<file path="src/rtl/legv8_pkg.sv">
// Shared LEGv8 decode definitions: opcode patterns, ALU codes, instruction classes and the
// control bundle registered by the decode stage.
package legv8_pkg;

    localparam logic [10:0] OP_ADD    = 11'b10001011000;
    localparam logic [10:0] OP_SUB    = 11'b11001011000;
    localparam logic [10:0] OP_AND    = 11'b10001010000;
    localparam logic [10:0] OP_ORR    = 11'b10101010000;
    localparam logic [10:0] OP_LDUR   = 11'b11111000010;
    localparam logic [10:0] OP_STUR   = 11'b11111000000;
    // Prefix opcodes: compared against the top bits of instruction[31:21] only
    localparam logic [9:0]  OP_ADDI_P = 10'b1001000100;
    localparam logic [9:0]  OP_SUBI_P = 10'b1101000100;
    localparam logic [7:0]  OP_CBZ_P  = 8'b10110100;
    localparam logic [7:0]  OP_CBNZ_P = 8'b10110101;
    localparam logic [5:0]  OP_B_P    = 6'b000101;
    localparam logic [5:0]  OP_BL_P   = 6'b100101;

    localparam logic [3:0]  ALU_AND   = 4'b0000;
    localparam logic [3:0]  ALU_ORR   = 4'b0001;
    localparam logic [3:0]  ALU_ADD   = 4'b0010;
    localparam logic [3:0]  ALU_SUB   = 4'b0110;
    localparam logic [3:0]  ALU_PASSB = 4'b0111;

    localparam logic [4:0]  LINK_REG  = 5'd30;

    typedef enum logic [2:0] {
        CLS_R, CLS_I, CLS_D_LD, CLS_D_ST, CLS_CB, CLS_B, CLS_BL, CLS_ILLEGAL
    } instr_class_e;

    typedef enum logic {ST_RUN, ST_STALL} stage_state_e;

    typedef struct packed {
        logic       uncond_branch;
        logic       branch;
        logic       mem_read;
        logic       mem_to_reg;
        logic       mem_write;
        logic       alu_src;
        logic       reg_write;
        logic [3:0] alu_ctrl;
        logic [4:0] rd_reg1;
        logic [4:0] rd_reg2;
        logic [4:0] wr_reg;
        logic       illegal;
    } ctrl_bundle_t;

    function automatic logic reads_rn(input instr_class_e cls);
        return (cls == CLS_R) || (cls == CLS_I) || (cls == CLS_D_LD) ||
               (cls == CLS_D_ST) || (cls == CLS_CB);
    endfunction

    function automatic logic reads_rm(input instr_class_e cls);
        return (cls == CLS_R) || (cls == CLS_D_ST) || (cls == CLS_CB);
    endfunction

endpackage

</file>
<file path="src/rtl/legv8_decode_comb.sv">
// Combinational LEGv8 instruction decode into control bundle, class and extended immediate.
// Zero latency, no state, no backpressure.
module legv8_decode_comb
    import legv8_pkg::*;
#(
    parameter int DATA_WIDTH = 64
) (
    input  logic [31:0]           i_instr,
    output instr_class_e          o_cls,
    output ctrl_bundle_t          o_ctrl,
    output logic [DATA_WIDTH-1:0] o_imm
);

    logic [10:0]  w_op;
    logic [3:0]   w_alu;
    instr_class_e w_cls;

    assign w_op  = i_instr[31:21];
    assign o_cls = w_cls;

    always_comb begin
        w_cls = CLS_ILLEGAL;
        w_alu = ALU_AND;
        if (w_op == OP_ADD) begin
            w_cls = CLS_R;    w_alu = ALU_ADD;
        end else if (w_op == OP_SUB) begin
            w_cls = CLS_R;    w_alu = ALU_SUB;
        end else if (w_op == OP_AND) begin
            w_cls = CLS_R;    w_alu = ALU_AND;
        end else if (w_op == OP_ORR) begin
            w_cls = CLS_R;    w_alu = ALU_ORR;
        end else if (w_op[10:1] == OP_ADDI_P) begin
            w_cls = CLS_I;    w_alu = ALU_ADD;
        end else if (w_op[10:1] == OP_SUBI_P) begin
            w_cls = CLS_I;    w_alu = ALU_SUB;
        end else if (w_op == OP_LDUR) begin
            w_cls = CLS_D_LD; w_alu = ALU_ADD;
        end else if (w_op == OP_STUR) begin
            w_cls = CLS_D_ST; w_alu = ALU_ADD;
        end else if ((w_op[10:3] == OP_CBZ_P) || (w_op[10:3] == OP_CBNZ_P)) begin
            w_cls = CLS_CB;   w_alu = ALU_PASSB;
        end else if (w_op[10:5] == OP_B_P) begin
            w_cls = CLS_B;
        end else if (w_op[10:5] == OP_BL_P) begin
            w_cls = CLS_BL;
        end
    end

    always_comb begin
        o_ctrl          = '0;
        o_imm           = '0;
        o_ctrl.alu_ctrl = w_alu;
        o_ctrl.rd_reg1  = i_instr[9:5];
        o_ctrl.rd_reg2  = i_instr[20:16];
        o_ctrl.wr_reg   = i_instr[4:0];
        case (w_cls)
            CLS_R: begin
                o_ctrl.reg_write = 1'b1;
            end
            CLS_I: begin
                o_ctrl.alu_src   = 1'b1;
                o_ctrl.reg_write = 1'b1;
                o_imm            = {{(DATA_WIDTH-12){1'b0}}, i_instr[21:10]};
            end
            CLS_D_LD: begin
                o_ctrl.alu_src    = 1'b1;
                o_ctrl.mem_read   = 1'b1;
                o_ctrl.mem_to_reg = 1'b1;
                o_ctrl.reg_write  = 1'b1;
                o_imm             = {{(DATA_WIDTH-9){i_instr[20]}}, i_instr[20:12]};
            end
            CLS_D_ST: begin
                o_ctrl.alu_src   = 1'b1;
                o_ctrl.mem_write = 1'b1;
                o_ctrl.rd_reg2   = i_instr[4:0];
                o_imm            = {{(DATA_WIDTH-9){i_instr[20]}}, i_instr[20:12]};
            end
            CLS_CB: begin
                o_ctrl.branch  = 1'b1;
                o_ctrl.rd_reg2 = i_instr[4:0];
                o_imm          = {{(DATA_WIDTH-21){i_instr[23]}}, i_instr[23:5], 2'b00};
            end
            CLS_B: begin
                o_ctrl.uncond_branch = 1'b1;
                o_imm                = {{(DATA_WIDTH-28){i_instr[25]}}, i_instr[25:0], 2'b00};
            end
            CLS_BL: begin
                o_ctrl.uncond_branch = 1'b1;
                o_ctrl.reg_write     = 1'b1;
                o_ctrl.wr_reg        = LINK_REG;
                o_imm                = {{(DATA_WIDTH-28){i_instr[25]}}, i_instr[25:0], 2'b00};
            end
            default: begin
                o_ctrl.illegal = 1'b1;
            end
        endcase
    end

endmodule

</file>
<file path="src/rtl/decode_control_stage.sv">
// Registered LEGv8 decode stage with load-use interlock; 1-cycle latency.
// Holds the bundle while outReady is low; inReady drops on downstream stall, hazard or bubble.
module decode_control_stage
    import legv8_pkg::*;
#(
    parameter int DATA_WIDTH       = 64,
    parameter int LOAD_USE_BUBBLES = 1,
    parameter int ZERO_REG         = 31
) (
    input  logic                  clock,
    input  logic                  resetN,
    input  logic [31:0]           instruction,
    input  logic                  inValid,
    output logic                  inReady,
    input  logic                  flush,
    output logic                  outValid,
    input  logic                  outReady,
    output logic                  unconditionalBranch,
    output logic                  branch,
    output logic                  memRead,
    output logic                  memToReg,
    output logic                  memWrite,
    output logic                  aluSRC,
    output logic                  regWriteFlag,
    output logic [3:0]            aluControlCode,
    output logic [4:0]            readRegister1,
    output logic [4:0]            readRegister2,
    output logic [4:0]            writeRegister,
    output logic [DATA_WIDTH-1:0] immediate,
    output logic                  illegalInstr
);

    localparam logic [4:0] ZERO_ID       = 5'(ZERO_REG);
    localparam logic       INTERLOCK_EN  = (LOAD_USE_BUBBLES != 0);
    localparam logic [1:0] BUBBLE_INIT   = (LOAD_USE_BUBBLES > 0) ? 2'(LOAD_USE_BUBBLES - 1) : 2'd0;

    instr_class_e          w_cls;
    ctrl_bundle_t          w_ctrl;
    logic [DATA_WIDTH-1:0] w_imm;
    logic                  w_hazard;
    logic                  w_in_xfer;
    logic                  w_out_xfer;
    stage_state_e          w_state_nxt;
    logic [1:0]            w_cnt_nxt;

    ctrl_bundle_t          r_bundle;
    logic [DATA_WIDTH-1:0] r_imm;
    logic                  r_out_vld;
    stage_state_e          r_state;
    logic [1:0]            r_bubble_cnt;

    legv8_decode_comb #(
        .DATA_WIDTH (DATA_WIDTH)
    ) u_decode (
        .i_instr (instruction),
        .o_cls   (w_cls),
        .o_ctrl  (w_ctrl),
        .o_imm   (w_imm)
    );

    // Load in the output register whose destination the incoming instruction sources
    assign w_hazard = INTERLOCK_EN && r_out_vld && r_bundle.mem_read &&
                      (r_bundle.wr_reg != ZERO_ID) && inValid &&
                      ((reads_rn(w_cls) && (w_ctrl.rd_reg1 == r_bundle.wr_reg)) ||
                       (reads_rm(w_cls) && (w_ctrl.rd_reg2 == r_bundle.wr_reg)));

    assign inReady    = (!r_out_vld || outReady) && (r_state == ST_RUN) && !w_hazard;
    assign w_in_xfer  = inValid && inReady;
    assign w_out_xfer = r_out_vld && outReady;

    always_comb begin
        w_state_nxt = r_state;
        w_cnt_nxt   = r_bubble_cnt;
        if (flush) begin
            w_state_nxt = ST_RUN;
            w_cnt_nxt   = 2'd0;
        end else begin
            case (r_state)
                ST_RUN: begin
                    if (w_hazard && w_out_xfer) begin
                        w_state_nxt = ST_STALL;
                        w_cnt_nxt   = BUBBLE_INIT;
                    end
                end
                ST_STALL: begin
                    if (r_bubble_cnt == 2'd0) begin
                        w_state_nxt = ST_RUN;
                    end else begin
                        w_cnt_nxt = r_bubble_cnt - 2'd1;
                    end
                end
                default: begin
                    w_state_nxt = ST_RUN;
                end
            endcase
        end
    end

    always_ff @(posedge clock or negedge resetN) begin
        if (!resetN) begin
            r_state      <= ST_RUN;
            r_bubble_cnt <= 2'd0;
        end else begin
            r_state      <= w_state_nxt;
            r_bubble_cnt <= w_cnt_nxt;
        end
    end

    // Flush wins over a same-cycle accept so a squashed instruction never lands
    always_ff @(posedge clock or negedge resetN) begin
        if (!resetN) begin
            r_out_vld <= 1'b0;
            r_bundle  <= '0;
            r_imm     <= '0;
        end else if (flush) begin
            r_out_vld <= 1'b0;
        end else if (w_in_xfer) begin
            r_out_vld <= 1'b1;
            r_bundle  <= w_ctrl;
            r_imm     <= w_imm;
        end else if (w_out_xfer) begin
            r_out_vld <= 1'b0;
        end
    end

    assign outValid            = r_out_vld;
    assign unconditionalBranch = r_bundle.uncond_branch;
    assign branch              = r_bundle.branch;
    assign memRead             = r_bundle.mem_read;
    assign memToReg            = r_bundle.mem_to_reg;
    assign memWrite            = r_bundle.mem_write;
    assign aluSRC              = r_bundle.alu_src;
    assign regWriteFlag        = r_bundle.reg_write;
    assign aluControlCode      = r_bundle.alu_ctrl;
    assign readRegister1       = r_bundle.rd_reg1;
    assign readRegister2       = r_bundle.rd_reg2;
    assign writeRegister       = r_bundle.wr_reg;
    assign immediate           = r_imm;
    assign illegalInstr        = r_bundle.illegal;

endmodule

</file>
<file path="config.mk">
export PLATFORM = sky130hd
export DESIGN_NAME = decode_control_stage
export DESIGN_NICKNAME = d
export VERILOG_FILES = /design/src/rtl/legv8_pkg.sv /design/src/rtl/legv8_decode_comb.sv /design/src/rtl/decode_control_stage.sv
export SDC_FILE = /design/constraint.sdc
export NUM_CORES = 1
export LEC_CHECK = 0
export CORE_ASPECT_RATIO = 0.75
export CORE_MARGIN = 2
export CORE_UTILIZATION = 47
export CTS_BUF_LIST = sky130_fd_sc_hd__clkbuf_8
export CTS_CLUSTER_SIZE = 30
export DETAILED_ROUTE_END_ITERATION = 8
export PLACE_DENSITY = 0.88
export SYNTH_ARGS = -nofsm -noshare
export SYNTH_HDL_FRONTEND = slang
export SYNTH_SLANG_ARGS = --single-unit
</file>
<file path="constraint.sdc">
create_clock -name clock -period 2.8 [get_ports clock]
set_input_delay 0.56 -clock clock [delete_from_list [all_inputs] [get_ports clock]]
set_output_delay 0.56 -clock clock [all_outputs]
set_load 0.02 [all_outputs]
</file>
Word-level counts from Yosys, hierarchy flattened

Index checks and enable logic that the tools add are counted.

Flip-flop bits (word level): 95
Input port bits: 37
Output and inout bits: 93
Logic and storage cells: 116

$add $sub $neg: 1
Eq/ne operators: 23
Multiplexer cells: 41
Bitwise logic cells: 2
Reductions and logical operators: 33

Operator list:

| operator             | count |
|---|---|
| $pmux 64 s4          | 1 |
| $eq 11x11->1 const B | 6 |
| $mux 3               | 11 |
| $mux 4               | 8 |
| $eq 10x10->1 const B | 2 |
| $eq 8x8->1 const B   | 2 |
| $mux 1               | 13 |
| $logic_and 1x1->1    | 11 |
| $eq 5x5->1           | 2 |
| $mux 5               | 2 |
| $eq 3x3->1 const B   | 3 |
| $logic_or 1x1->1     | 9 |
| $mux 2               | 4 |
| $reduce_or 7->1      | 1 |
| $eq 3x2->1 const B   | 2 |
| $eq 6x3->1 const B   | 1 |
| $eq 6x6->1 const B   | 1 |
| $reduce_or 2->1      | 3 |
| $ne 5x5->1 const B   | 1 |
| $pmux 2 s2           | 1 |
| $reduce_and 2->1     | 2 |
| $reduce_or 4->1      | 1 |
| $eq 3x1->1 const B   | 1 |
| $logic_not 3->1      | 1 |
| other kinds (9)      | 11 |

Logic depth before layout (Yosys ltp)

Depth after elaboration: 25
Mapped depth: 9
Mapped depth without buffers: 7

By module

Synthesis repeated with hierarchy kept, for this count alone.

Cells, all modules: 408
Area, all modules: 4,979.8 um2

By module, submodules not included:

| module               | times used | cells an instance | area an instance (um2) | sequential area each (um2) |
|---|---|---|---|---|
| decode_control_stage | 1          | 238               | 3,792.4                | 2,377.3 |
| legv8_decode_comb    | 1          | 170               | 1,187.4                | 0.0 |

Worst setup path after synthesis

Ideal clock, no wire load.

Path type: input-to-output
Start: input port instruction[26]
End: output port inReady
Arrival: 2,269 ps
Required time: 2,240 ps
Path slack: -29 ps
Stages on the path: 7
Path buffers: 0
Path through: nor4b_2 > a21oi_1 > o21a_1 > a221o_1 > o311ai_1 > nor2_1 > nor3_1

Word-level cells in the longest chain between the ends: 22
Elaborated cells between the ends (all ways): 44
Classes of those cells: 17 x eq/ne; 12 x mux; 15 x reduce/logical

RTL lines:

| what                                                           | line                       | text |
|---|---|---|
| from (decl)                                                    | decode_control_stage.sv:12 | `input logic [31:0] instruction,` |
| $eq 6x6->1                                                     | legv8_decode_comb.sv:44    | `end else if (w_op[10:5] == OP_BL_P) begin` |
| $mux 1                                                         | legv8_decode_comb.sv:44    |  |
| $mux 3                                                         | legv8_decode_comb.sv:42    | `end else if (w_op[10:5] == OP_B_P) begin` |
| $mux 3                                                         | legv8_decode_comb.sv:40    | `end else if ((w_op[10:3] == OP_CBZ_P) \|\| (w_op[10:3] == OP_CBNZ_P)) begin` |
| $mux 3                                                         | legv8_decode_comb.sv:38    | `end else if (w_op == OP_STUR) begin` |
| $mux 3                                                         | legv8_decode_comb.sv:36    | `end else if (w_op == OP_LDUR) begin` |
| $mux 3                                                         | legv8_decode_comb.sv:34    | `end else if (w_op[10:1] == OP_SUBI_P) begin` |
| $mux 3                                                         | legv8_decode_comb.sv:32    | `end else if (w_op[10:1] == OP_ADDI_P) begin` |
| $mux 3                                                         | legv8_decode_comb.sv:30    | `end else if (w_op == OP_ORR) begin` |
| $mux 3                                                         | legv8_decode_comb.sv:28    | `end else if (w_op == OP_AND) begin` |
| $mux 3                                                         | legv8_decode_comb.sv:26    | `end else if (w_op == OP_SUB) begin` |
| $mux 3 *                                                       | legv8_decode_comb.sv:24    | `if (w_op == OP_ADD) begin` |
| parallel branches: the longest is 6 deep, another holds $mux 5 | -                          |  |
| $logic_or 1x1->1 *                                             | decode_control_stage.sv:64 | `((reads_rn(w_cls) && (w_ctrl.rd_reg1 == r_bundle.wr_reg)) \|\|` |
| $logic_and 1x1->1 *                                            | decode_control_stage.sv:63 | `(r_bundle.wr_reg != ZERO_ID) && inValid &&` |
| $logic_not 1->1 *                                              | decode_control_stage.sv:67 | `assign inReady = (!r_out_vld \|\| outReady) && (r_state == ST_RUN) && !w_hazard;` |
| $logic_and 1x1->1 *                                            | decode_control_stage.sv:67 |  |
| to (decl)                                                      | decode_control_stage.sv:14 | `output logic inReady,` |

Every way passes the cells marked *.

Worst setup path in the final report

Same ends and word-level chain as after synthesis.

==> qor.csv <==
metric;value;unit
mapped cell area;3760;um^2
Slew Limit Headroom;61.1;%
first-pass GRT wire length;18300;um
Post-Route Setup TNS;-0.0386;ns
largest net degree at the start of global routing;38;
post-synthesis instance total;367;
port buffer count;128;
clk slew on worst S/H paths;0.07;ns
Startpoint Class;primary input;
RSZ-0062 raised after global routing;yes;
ANT nets after route;0;
Reg2Reg Launch Point;writeRegister[3]$_DFFE_PN0P_;
DP HPWL;8800;um
GRT overflow;0;
Least-Margin Pin Slew;0.584;ns
Routed WL;11700;um
R2R cell count;9;
Netlist cell types;64;
clock share of power;33.3;%
Pleak;2.59;nW
CP Data Required Time;2.24;ns
critical path endpoint category;output pin;
r2r endpoint;immediate[5]$_DFFE_PN0P_;
site row count;28;
htree depth;3;
final worst slack;-0.0386;ns
clk_lat worst skew;0.35;ns
status;complete, but fails checks;
Crit-path slowest cell;or4b_4;
final hold violation count;0;
Slew Viols, Final;0;
final setup skew;0.00806;ns
Mapped Nets;405;
maximum vdd drop;0.439;mV
final worst path period share;101;%
crit path time final;2.84;ns
layout cells sized above 1;28.1;%
vias in the first global route;3448;
R2R Setup Slk;0.17;ns
sequential area share after synthesis;37.9;%
DRT iter0 DRCs;282;
vias per cell;5.62;
Post-synth EDFFs;0;
crit-path max cell delay;0.56;ns
sw frac;31.0;%
via count;3605;
Bufs on Longest Clock Path;2;
DIE WIDTH;107;um
CP Buf/Inv Count;3;
Internal;0.00164;W
Fill cells;553;
fin util;73.2;%
n_diodes;0;
CTS tree;yes;
IO Pins;130;
crit path DAT;2.28;ns
Post-synth ARST share;100;%
Finish-stage setup viols;1;
Starting Density;48.1;%
area grow syn2layout;52.1;%
CP max FO;4;
Reg power frac;39.0;%
Ys Warns;0;
final-stage net count;570;
Hold Path Class;primary input to async pin;
WL/cell;18.3;um
1st-pass router iterations;6;
fmax;0.352;GHz
Num CTS Buffers;9;
Yosys reg bits;57;
DIE AREA;8740;um^2
Remaining DRCs;0;
clock root buffer;clkbuf_8;
Comb power frac;27.7;%
Die Y;81.5;um
family with the most delay on the worst path;simple AND/OR/NAND/NOR gates;
PD cells;414;nW/um^2
syn_area_per_cell;10.2;um^2
top_reg_cell synth;dfrtp_1;
Min Hold Slack;0.206;ns
failing checks;negative setup slack;
max-cap violations;0;
total track usage;27.5;%
Core Region;7810;um^2
CP Cell Sequence;buf_8 -> or4b_4 -> buf_6 -> nor3_4 -> a221o_1 -> o311ai_2 -> nor2_1 -> nor3_1 -> buf_2;
critical path type;primary input to output pin;
total net switching power;0.000735;W
routability cong.;0.916;
CTS sink count;57;
initial antenna violation count;0;
==> per-stage QoR <==
step                setup WS (ns)  cells  total power, W  cell area (um^2)
detailed placement         -0.951    621         0.00156              5390
finish                    -0.0386    642         0.00237              5720
CTS                       -0.0802    640         0.00238              5730
global route               -0.103    642         0.00246              5720
global placement           -0.938    621         0.00155              5390
floorplan                 -0.0286    367         0.00122              3760
==> power by group through the flow <==
stage	logic, W	clock network (W)	registers (W)
4_1_cts	0.000655	0.000800	0.000922
3_5_place_dp	0.000623	0	0.000935
5_1_grt	0.000694	0.000836	0.000929
6_report	0.000656	0.000790	0.000924
2_1_floorplan	0.000236	0	0.000989
3_3_place_gp	0.000618	0	0.000934
==> cell usage after synthesis (all sizes together), types with 3 or more instances <==
master	instances	area (um^2)
dfrtp	57	1430
mux2	47	529
buf	43	353
nand2	28	105
clkbuf	16	60.1
a22oi	15	113
inv	15	56.3
mux2i	12	120
nand2b	12	75.1
a21oi	10	50.1
nor2	10	40.0
o21ai	10	61.3
a221o	9	90.1
nor2b	8	50.1
nor3	7	40.0
nand3	6	30.0
xnor2	6	52.6
nand3b	5	37.5
nand4	4	25.0
nor4	4	61.3
o31ai	3	22.5
xor2	3	26.3
==> metal layers <==
| layer | track usage (%) | wire length, um | up-vias | share of wire [%] |
|---|---|---|---|---|
| met3 | 6.90 | 1100 | 27 | 9.4 |
| met1 | 36.7 | 5040 | 1753 | 43 |
| li1 | - | - | 1620 | - |
| met4 | 8.96 | 244 | 0 | 2.1 |
| met2 | 44.4 | 5340 | 205 | 46 |
| met5 | 0 | 0 | - | 0 |
==> worst max-delay path by stage <==
stage,startpoint,endpoint,slack (ns),cells after the start
after global routing,instruction[26],inReady,-0.10,9
after CTS,instruction[26],inReady,-0.08,9
after floorplan,instruction[26],inReady,-0.03,7
after global placement,instruction[26],inReady,-0.94,10
after detailed placement,instruction[26],inReady,-0.95,10
final,instruction[26],inReady,-0.04,9
==> registers in the layout, indices dropped and copies added, names as in the netlist <==
name,cells
r_bubble_cnt,2
immediate,28
aluSRC,1
regWriteFlag,1
unconditionalBranch,1
outValid,1
readRegister2,5
readRegister1,5
writeRegister,5
memRead,1
illegalInstr,1
aluControlCode,3
memWrite,1
r_state,1
branch,1
==> cell type report <==
cell class	count	area, um^2	area share (%)
Clock buffer	10	138	2.41
Clock inverter	6	58.8	1.03
Inverter	15	56.3	0.984
Multi-Input combinational cell	236	2020	35.3
Sequential cell	57	1430	24.9
Tap cell	105	131	2.30
Timing Repair Buffer	213	1890	33.1
==> worst reg2reg max path, delay by kind of cell, from the launching register on <==
family / cells / cell delay [ns]
AOI/OAI and AO/OA: 4 / 0.78
buffers and inverters: 2 / 0.41
DFF: 1 / 0.43
muxes: 1 / 0.39
and+or+nand+nor: 2 / 0.48
==> kinds of logic (layout without fill, tap and decap cells) <==
family	after synthesis	count (layout)	share of synthesized area [%]
buffers and inverters	74	244	12.5
AOI/OAI and AO/OA	65	65	13.0
and+or+nand+nor	101	101	16.8
adders and majority gates	1	1	0.333
other	1	1	0.0997
DFF	57	57	37.9
xor gates and xnor gates	9	9	2.10
muxes	59	59	17.3
==> cell usage in the layout, fill, tap and decap left out, types with 9 or more instances in the layout <==
cell type	n
clkdlybuf4s50_1	111
buf_4	82
dfrtp_1	57
mux2_1	38
nand2_1	27
inv_1	16
a22oi_1	15
nand2b_1	12
mux2i_1	12
clkbuf_8	10
mux2_2	9
nor2_1	9
a21oi_1	9
a221o_1	9
==> repair_timing <==
item / 4_1_cts / 5_1_grt
setup endpoints to repair: 58 / 48
gates resized for setup: 68 / 14
hold buffers: 0 / 0
pin swaps: 17 / 11
buffers inserted: 3 / 2
(Power assumes the default switching activity.)
